### config.mk
export PLATFORM = sky130hd
export DESIGN_NAME = router_pkt_sink
export DESIGN_NICKNAME = d
export VERILOG_FILES = /design/src/rtl/router_pkt_sink.sv
export SDC_FILE = /design/constraint.sdc
export NUM_CORES = 1
export LEC_CHECK = 0
export CORE_MARGIN = 8
export CORE_UTILIZATION = 61
export DETAILED_ROUTE_END_ITERATION = 8
export PLACE_DENSITY = 0.82
export SYNTH_ARGS = -nofsm -noshare
export SYNTH_HDL_FRONTEND = slang
export SYNTH_SLANG_ARGS = --single-unit
### constraint.sdc
create_clock -name clock -period 4.7 [get_ports clock]
set_input_delay 0.47 -clock clock [delete_from_list [all_inputs] [get_ports clock]]
set_output_delay 0.47 -clock clock [all_outputs]
set_load 0.05 [all_outputs]
### src/rtl/router_pkt_sink.sv
// ---------------------------------------------------------------------------
// router_pkt_sink
//
// Receive-side endpoint for one router output port. It drains the port FIFO
// and rebuilds each packet:
//   header {len[5:0], addr[1:0]}, len payload bytes, then one parity byte.
// Every byte is streamed downstream with start/end marks. The parity byte is
// checked against the XOR of the header and the payload. A packet whose FIFO
// stays empty for TIMEOUT cycles mid-packet is dropped with trunc_err.
//
// Handshake (FIFO side): the FIFO is read with read_enb. A read seen at
// rising edge k presents its byte on data_out during the following cycle,
// and that byte is captured at edge k+1. read_enb is only raised while
// vld_out=1, sink_ready=1 and the current packet still has unread bytes.
// As a result the sink never reads into the next packet. Downstream has no
// back-pressure on a captured byte: sink_ready only stops new reads, so at
// most one byte is still in flight after sink_ready falls.
//
// Ports
//   clock       in   rising-edge clock
//   resetn      in   asynchronous active-low reset
//   vld_out     in   router FIFO non-empty
//   data_out    in   router FIFO read data (1-cycle read latency)
//   read_enb    out  FIFO read strobe (combinational)
//   sink_ready  in   downstream can take bytes; low stalls new reads
//   byte_data   out  captured byte
//   byte_valid  out  byte_data valid this cycle (pulse)
//   byte_sop    out  byte is a header (pulse)
//   byte_eop    out  byte is parity (pulse)
//   pkt_done    out  packet complete (pulse)
//   pkt_addr    out  header addr of the last/current packet
//   pkt_len     out  header length of the last/current packet
//   parity_err  out  parity mismatch, updated with pkt_done
//   trunc_err   out  packet aborted by timeout (pulse)
//   state_dbg   out  current FSM state (IDLE=0, HDR=1, BODY=2)
// ---------------------------------------------------------------------------
module router_pkt_sink #(
    parameter int TIMEOUT = 30,
    parameter int CNT_W   = 5
) (
    input  logic       clock,
    input  logic       resetn,
    input  logic       vld_out,
    input  logic [7:0] data_out,
    output logic       read_enb,
    input  logic       sink_ready,
    output logic [7:0] byte_data,
    output logic       byte_valid,
    output logic       byte_sop,
    output logic       byte_eop,
    output logic       pkt_done,
    output logic [1:0] pkt_addr,
    output logic [5:0] pkt_len,
    output logic       parity_err,
    output logic       trunc_err,
    output logic [1:0] state_dbg
);

    typedef enum logic [1:0] {
        IDLE = 2'd0,
        HDR  = 2'd1,
        BODY = 2'd2
    } state_t;

    state_t             state;
    state_t             state_nx;

    // Byte counters after the header. remain is len+1 (payload plus parity).
    // It is 7 bits wide because len=63 gives 64.
    logic [6:0]         issued;
    logic [6:0]         captured;
    logic [6:0]         remain;
    logic [7:0]         acc;
    logic [CNT_W-1:0]   tmo_cnt;

    // A read was issued at the previous edge, so data_out holds a byte now.
    logic               rd_pend;

    logic               rd_issue;
    logic               reads_left;
    logic               last_cap;
    logic               tmo_hit;
    logic [6:0]         captured_nx;

    // ------------------------------------------------------------------
    // Next state and read strobe
    // ------------------------------------------------------------------
    always_comb begin
        state_nx    = state;
        rd_issue    = 1'b0;
        last_cap    = 1'b0;
        tmo_hit     = 1'b0;
        reads_left  = (issued < remain);
        captured_nx = captured + 7'd1;

        case (state)
            IDLE: begin
                rd_issue = vld_out & sink_ready;
                if (rd_issue) begin
                    state_nx = HDR;
                end
            end

            HDR: begin
                // The header byte is on data_out. The length is not known
                // until this byte is captured, so no read is issued here.
                state_nx = BODY;
            end

            BODY: begin
                rd_issue = vld_out & sink_ready & reads_left;
                last_cap = rd_pend & (captured_nx == remain);
                // The count only runs while bytes are still owed. The last
                // capture always comes with reads_left=0, so last_cap and
                // tmo_hit are never both true.
                tmo_hit  = ~vld_out & reads_left &
                           (tmo_cnt == CNT_W'(TIMEOUT - 1));
                if (last_cap || tmo_hit) begin
                    state_nx = IDLE;
                end
            end

            default: state_nx = IDLE;
        endcase
    end

    // Reset is folded in so the strobe is also low while reset is held.
    assign read_enb  = rd_issue & resetn;
    assign state_dbg = state;

    // ------------------------------------------------------------------
    // State, counters and registered outputs
    // ------------------------------------------------------------------
    always_ff @(posedge clock or negedge resetn) begin
        if (!resetn) begin
            state      <= IDLE;
            issued     <= '0;
            captured   <= '0;
            remain     <= '0;
            acc        <= '0;
            tmo_cnt    <= '0;
            rd_pend    <= 1'b0;
            byte_data  <= '0;
            byte_valid <= 1'b0;
            byte_sop   <= 1'b0;
            byte_eop   <= 1'b0;
            pkt_done   <= 1'b0;
            pkt_addr   <= '0;
            pkt_len    <= '0;
            parity_err <= 1'b0;
            trunc_err  <= 1'b0;
        end else begin
            state      <= state_nx;
            rd_pend    <= rd_issue;

            // Single-cycle strobes by default.
            byte_valid <= 1'b0;
            byte_sop   <= 1'b0;
            byte_eop   <= 1'b0;
            pkt_done   <= 1'b0;
            trunc_err  <= 1'b0;

            case (state)
                IDLE: begin
                    tmo_cnt <= '0;
                    if (rd_issue) begin
                        acc <= '0;
                    end
                end

                HDR: begin
                    byte_data  <= data_out;
                    byte_valid <= 1'b1;
                    byte_sop   <= 1'b1;
                    pkt_len    <= data_out[7:2];
                    pkt_addr   <= data_out[1:0];
                    acc        <= data_out;
                    issued     <= '0;
                    captured   <= '0;
                    remain     <= {1'b0, data_out[7:2]} + 7'd1;
                    tmo_cnt    <= '0;
                end

                BODY: begin
                    if (rd_issue) begin
                        issued <= issued + 7'd1;
                    end

                    if (rd_pend) begin
                        byte_data  <= data_out;
                        byte_valid <= 1'b1;
                        captured   <= captured_nx;
                        if (last_cap) begin
                            byte_eop   <= 1'b1;
                            pkt_done   <= 1'b1;
                            parity_err <= (acc != data_out);
                        end else begin
                            acc <= acc ^ data_out;
                        end
                    end

                    // Any cycle with data in the FIFO restarts the window.
                    // A sink_ready stall with vld_out=1 does not count.
                    if (vld_out) begin
                        tmo_cnt <= '0;
                    end else if (reads_left) begin
                        if (tmo_hit) begin
                            tmo_cnt   <= '0;
                            trunc_err <= 1'b1;
                        end else begin
                            tmo_cnt <= tmo_cnt + CNT_W'(1);
                        end
                    end
                end

                default: begin
                    tmo_cnt <= '0;
                end
            endcase
        end
    end

endmodule

==> run_summary.xml <==
<?xml version="1.0" encoding="UTF-8"?>
<metrics>
  <group name="sta">
    <metric name="timing.hold.ws" unit="ns">0.3213</metric>
    <metric name="worst_pin_slew" unit="ns">0.8294</metric>
    <metric name="maxSlewViolCount" unit="">0</metric>
    <metric name="clock_skew" unit="ns">0.008415</metric>
    <metric name="post-route-period-util" unit="%">74.30</metric>
    <metric name="period_needed" unit="ns">3.492</metric>
    <metric name="relSlewSlack" unit="%">44.71</metric>
    <metric name="hold_violations" unit="">0</metric>
    <metric name="grt_setup_unrepaired" unit="">no</metric>
    <metric name="setup_violations" unit="">0</metric>
    <metric name="final.setup.tns" unit="ns">0</metric>
    <metric name="maxClockFrequency" unit="GHz">0.2863</metric>
  </group>
  <group name="die">
    <metric name="coreArea" unit="µm²">5405</metric>
    <metric name="ioPinCount" unit="">37</metric>
    <metric name="fp-row-count" unit="">27</metric>
    <metric name="starting_density" unit="%">62.06</metric>
    <metric name="dieArea" unit="µm²">8128</metric>
    <metric name="die_width" unit="µm">90.16</metric>
    <metric name="dieHeight" unit="µm">90.16</metric>
  </group>
  <group name="pwr">
    <metric name="power.density" unit="nW/µm²">598.1</metric>
    <metric name="vdd_drop_max" unit="mV">0.5309</metric>
    <metric name="power.leakage" unit="nW">1.690</metric>
    <metric name="fin_total_pwr" unit="mW">2.318</metric>
  </group>
  <group name="clock_network">
    <metric name="cts_tree" unit="">built</metric>
    <metric name="cts_htree_levels" unit="">3</metric>
    <metric name="clock_sinks" unit="">58</metric>
    <metric name="hold_bufs_at_cts" unit="">0</metric>
    <metric name="buffers_inserted_by_post_cts_timing_repair" unit="">0</metric>
    <metric name="worstSkewPairLatency" unit="ns">0.34</metric>
    <metric name="cts-buffers-inserted" unit="">9</metric>
    <metric name="clkSlewWorstSetupHoldPaths" unit="ns">0.07</metric>
    <metric name="cts_root_buffer" unit="">sky130_fd_sc_hd__clkbuf_8</metric>
    <metric name="post_cts_resize_count" unit="">0</metric>
    <metric name="ctsLongestPathBuffers" unit="">2</metric>
  </group>
  <group name="critical_path">
    <metric name="worst_ep_arrival" unit="ns">3.02</metric>
    <metric name="critPathKind" unit="">reg -&gt; out</metric>
    <metric name="crit_path_cell_trace" unit="">inv_1 &gt; ha_1 &gt; a21oi_4 &gt; o21ai_2 &gt; a311oi_4 &gt; a31oi_1 &gt; nor2_1 &gt; and2_1 &gt; clkdlybuf4s50_1</metric>
    <metric name="ff2ff_setup_slack" unit="ns">1.77</metric>
    <metric name="timing.critical_path.required" unit="ns">4.23</metric>
    <metric name="timing.critical_path.slowest_cell_delay" unit="ns">0.79</metric>
    <metric name="critical_path.max_fanout" unit="">6</metric>
    <metric name="slowest_stage" unit="">sky130_fd_sc_hd__clkdlybuf4s50_1</metric>
    <metric name="worstSetupEndpointType" unit="">primary output</metric>
    <metric name="worstSetupStartpointType" unit="">register</metric>
  </group>
  <group name="detailed_routing">
    <metric name="ant_nets_after_route" unit="">0</metric>
    <metric name="avgViaCountPerCell" unit="">6.337</metric>
    <metric name="vias" unit="">2725</metric>
    <metric name="post_dr_wirelength_cell" unit="µm">18.51</metric>
    <metric name="totalWireLength" unit="mm">7.961</metric>
    <metric name="drc" unit="">0</metric>
    <metric name="detailed_routing_iterations_pass_1" unit="">4</metric>
    <metric name="drt_iter0_markers" unit="">192</metric>
  </group>
  <group name="synth">
    <metric name="synth_most_common_cell" unit="">sky130_fd_sc_hd__dfrtp_1</metric>
    <metric name="synth_sequential_area_ratio" unit="%">43.27</metric>
    <metric name="synthesis.instances" unit="">327</metric>
    <metric name="postSynth.asyncResetShare" unit="%">100.0</metric>
    <metric name="syn_area_per_cell" unit="µm²">10.26</metric>
    <metric name="synthFlopType" unit="">sky130_fd_sc_hd__dfrtp_1</metric>
    <metric name="ys.warnings.count" unit="">0</metric>
    <metric name="synth_edf_count" unit="">0</metric>
    <metric name="synthesis.nets" unit="">354</metric>
    <metric name="netlist.area_leader.share" unit="%">43.27</metric>
    <metric name="post_synth_instance_area" unit="µm²">3354</metric>
    <metric name="post_synth_most_frequent_cells" unit="">58 x sky130_fd_sc_hd__dfrtp_1, 24 x sky130_fd_sc_hd__nand3_1, 17 x sky130_fd_sc_hd__nand2_1, 16 x sky130_fd_sc_hd__mux2_2, 16 x sky130_fd_sc_hd__xor2_1</metric>
    <metric name="ys_ff_latch" unit="">58</metric>
    <metric name="synth.distinct_cells" unit="">57</metric>
    <metric name="synth.top_cells.by_area" unit="">sky130_fd_sc_hd__dfrtp_1 43%, sky130_fd_sc_hd__ha_1 5.6%, sky130_fd_sc_hd__mux2_2 5.4%, sky130_fd_sc_hd__xor2_1 4.2%, sky130_fd_sc_hd__nand3_1 3.6%</metric>
    <metric name="biggest_area_consumer_among_synthesized_cells" unit="">sky130_fd_sc_hd__dfrtp_1</metric>
  </group>
  <group name="global_routing">
    <metric name="pin_count_of_the_biggest_net_entering_global_routing" unit="">59</metric>
    <metric name="grt_first_pass_wirelength" unit="mm">13.61</metric>
    <metric name="grt_pass1_vias" unit="">2745</metric>
    <metric name="grt-ovfl-total" unit="">0</metric>
    <metric name="globalRouteTotalUtil" unit="%">20.50</metric>
    <metric name="number_of_antenna_violations_at_the_first_check_in_global_routing" unit="">0</metric>
  </group>
  <group name="layout">
    <metric name="num-fill-cells" unit="">397</metric>
    <metric name="nets" unit="">381</metric>
    <metric name="instances_no_fill" unit="">430</metric>
    <metric name="antenna_cells_inserted" unit="">0</metric>
    <metric name="layout-area-overhead-vs-synth" unit="%">15.55</metric>
    <metric name="post_route_cells_drive_above_1_share" unit="%">11.73</metric>
  </group>
  <group name="job">
    <metric name="maxCapViolCount" unit="">0</metric>
  </group>
  <group name="placed_design">
    <metric name="routabilityCongestion" unit="">0.8305</metric>
    <metric name="numPortBuffers" unit="">36</metric>
    <metric name="hpwlAfterDp" unit="mm">5.346</metric>
    <metric name="dp.cells" unit="">415</metric>
  </group>
  <group name="hold_path">
    <metric name="min-delay-path-class" unit="">in -&gt; async</metric>
  </group>
  <group name="status">
    <metric name="status" unit="">completed</metric>
  </group>
</metrics>
## final timing paths
| kind | start | to | cells past startpoint |
|---|---|---|---|
| worst max-delay path | remain[2] | read_enb | 9 |
| max in group asynchronous | resetn | byte_data[2] | 2 |
| worst max register to register | state_dbg[0] | byte_data[6] | 6 |
| min in group clock | byte_data[0] | byte_data[0] | 1 |
| worst min-delay path | resetn | issued[3] | 2 |
| worst min register to register | byte_data[0] | byte_data[0] | 1 |
## stage by stage
step / instance area [µm²] / setup WS (ns) / util [%]
after global placement: 3706 / 1.646 / 68.56
after CTS: 3876 / 1.213 / 71.71
final: 3876 / 1.208 / 71.71
after global routing: 3876 / 1.061 / 71.71
after detailed placement: 3706 / 1.582 / 68.56
after floorplan: 3354 / 2.237 / -
## critical path: cells and delay by family (launching register included)
family | cells | cell delay, ns
flops | 1 | 0.42
buf+inv | 2 | 0.87
fa+ha+maj | 1 | 0.32
simple gates | 2 | 0.29
compound gates | 4 | 0.78
## placed cells by master (no fill, tap or decap), types with 2 or more instances in the layout
cell / instances
sky130_fd_sc_hd__a211o_1: 8
sky130_fd_sc_hd__a211oi_1: 9
sky130_fd_sc_hd__a21oi_1: 10
sky130_fd_sc_hd__a311o_1: 2
sky130_fd_sc_hd__a31oi_1: 4
sky130_fd_sc_hd__and2_1: 3
sky130_fd_sc_hd__and3_1: 5
sky130_fd_sc_hd__buf_4: 2
sky130_fd_sc_hd__clkbuf_8: 11
sky130_fd_sc_hd__clkdlybuf4s50_1: 35
sky130_fd_sc_hd__clkinv_2: 3
sky130_fd_sc_hd__dfrtp_1: 58
sky130_fd_sc_hd__ha_1: 15
sky130_fd_sc_hd__inv_1: 14
sky130_fd_sc_hd__mux2_2: 16
sky130_fd_sc_hd__mux2i_1: 2
sky130_fd_sc_hd__nand2_1: 17
sky130_fd_sc_hd__nand2b_1: 4
sky130_fd_sc_hd__nand3_1: 24
sky130_fd_sc_hd__nand4_1: 3
sky130_fd_sc_hd__nor2_1: 10
sky130_fd_sc_hd__nor2b_1: 5
sky130_fd_sc_hd__nor3_1: 5
sky130_fd_sc_hd__nor3b_1: 2
sky130_fd_sc_hd__nor4_1: 4
sky130_fd_sc_hd__nor4b_1: 8
sky130_fd_sc_hd__o211ai_1: 2
sky130_fd_sc_hd__o21ai_0: 15
sky130_fd_sc_hd__o221ai_1: 8
sky130_fd_sc_hd__o22ai_1: 2
sky130_fd_sc_hd__o31ai_1: 3
sky130_fd_sc_hd__xnor2_1: 7
sky130_fd_sc_hd__xor2_1: 16
## layer usage
metal,track usage (%),up-vias,part of all wire (%)
met5,0,-,0
met1,25.41,1328,42
met3,7.315,19,7.8
met2,32.15,115,49
met4,7.351,0,2.1
li1,-,1263,-
## layout make-up
type	instances	area, µm²	area share, %
Tap cell	72	90.09	2.324
Inverter	14	52.55	1.356
Clock buffer	12	155.1	4.003
Clock inverter	3	15.01	0.3873
Multi-Input combinational cell	233	1742	44.93
Sequential cell	58	1451	37.44
Timing Repair Buffer	38	370.4	9.555
## flip-flops by register name (all words and copies together), names as in the netlist
name and count:
rd_pend 1, trunc_err 1, acc 8, pkt_done 1
issued 7, byte_valid 1, state_dbg 2, remain 7
captured 7, tmo_cnt 5, byte_sop 1, byte_data 8
parity_err 1, pkt_addr 2, pkt_len 6
## power breakdown
group          total, mW  switching [mW]  internal (mW)
Sequential         0.759           0.115          0.645
Clock              0.415           0.200          0.215
Combinational       1.14           0.732          0.412
## cells by family after synthesis
group | share of synthesized area [%]
AND/OR/NAND/NOR | 16.37
AO/OA/AOI/OAI | 17.64
flip-flops | 43.27
buffers and inverters | 4.812
XOR/XNOR | 6.005
multiplexers | 6.304
adder cells (fa/ha/maj) | 5.595
Note: power is estimated with default switching activity, not from simulation.
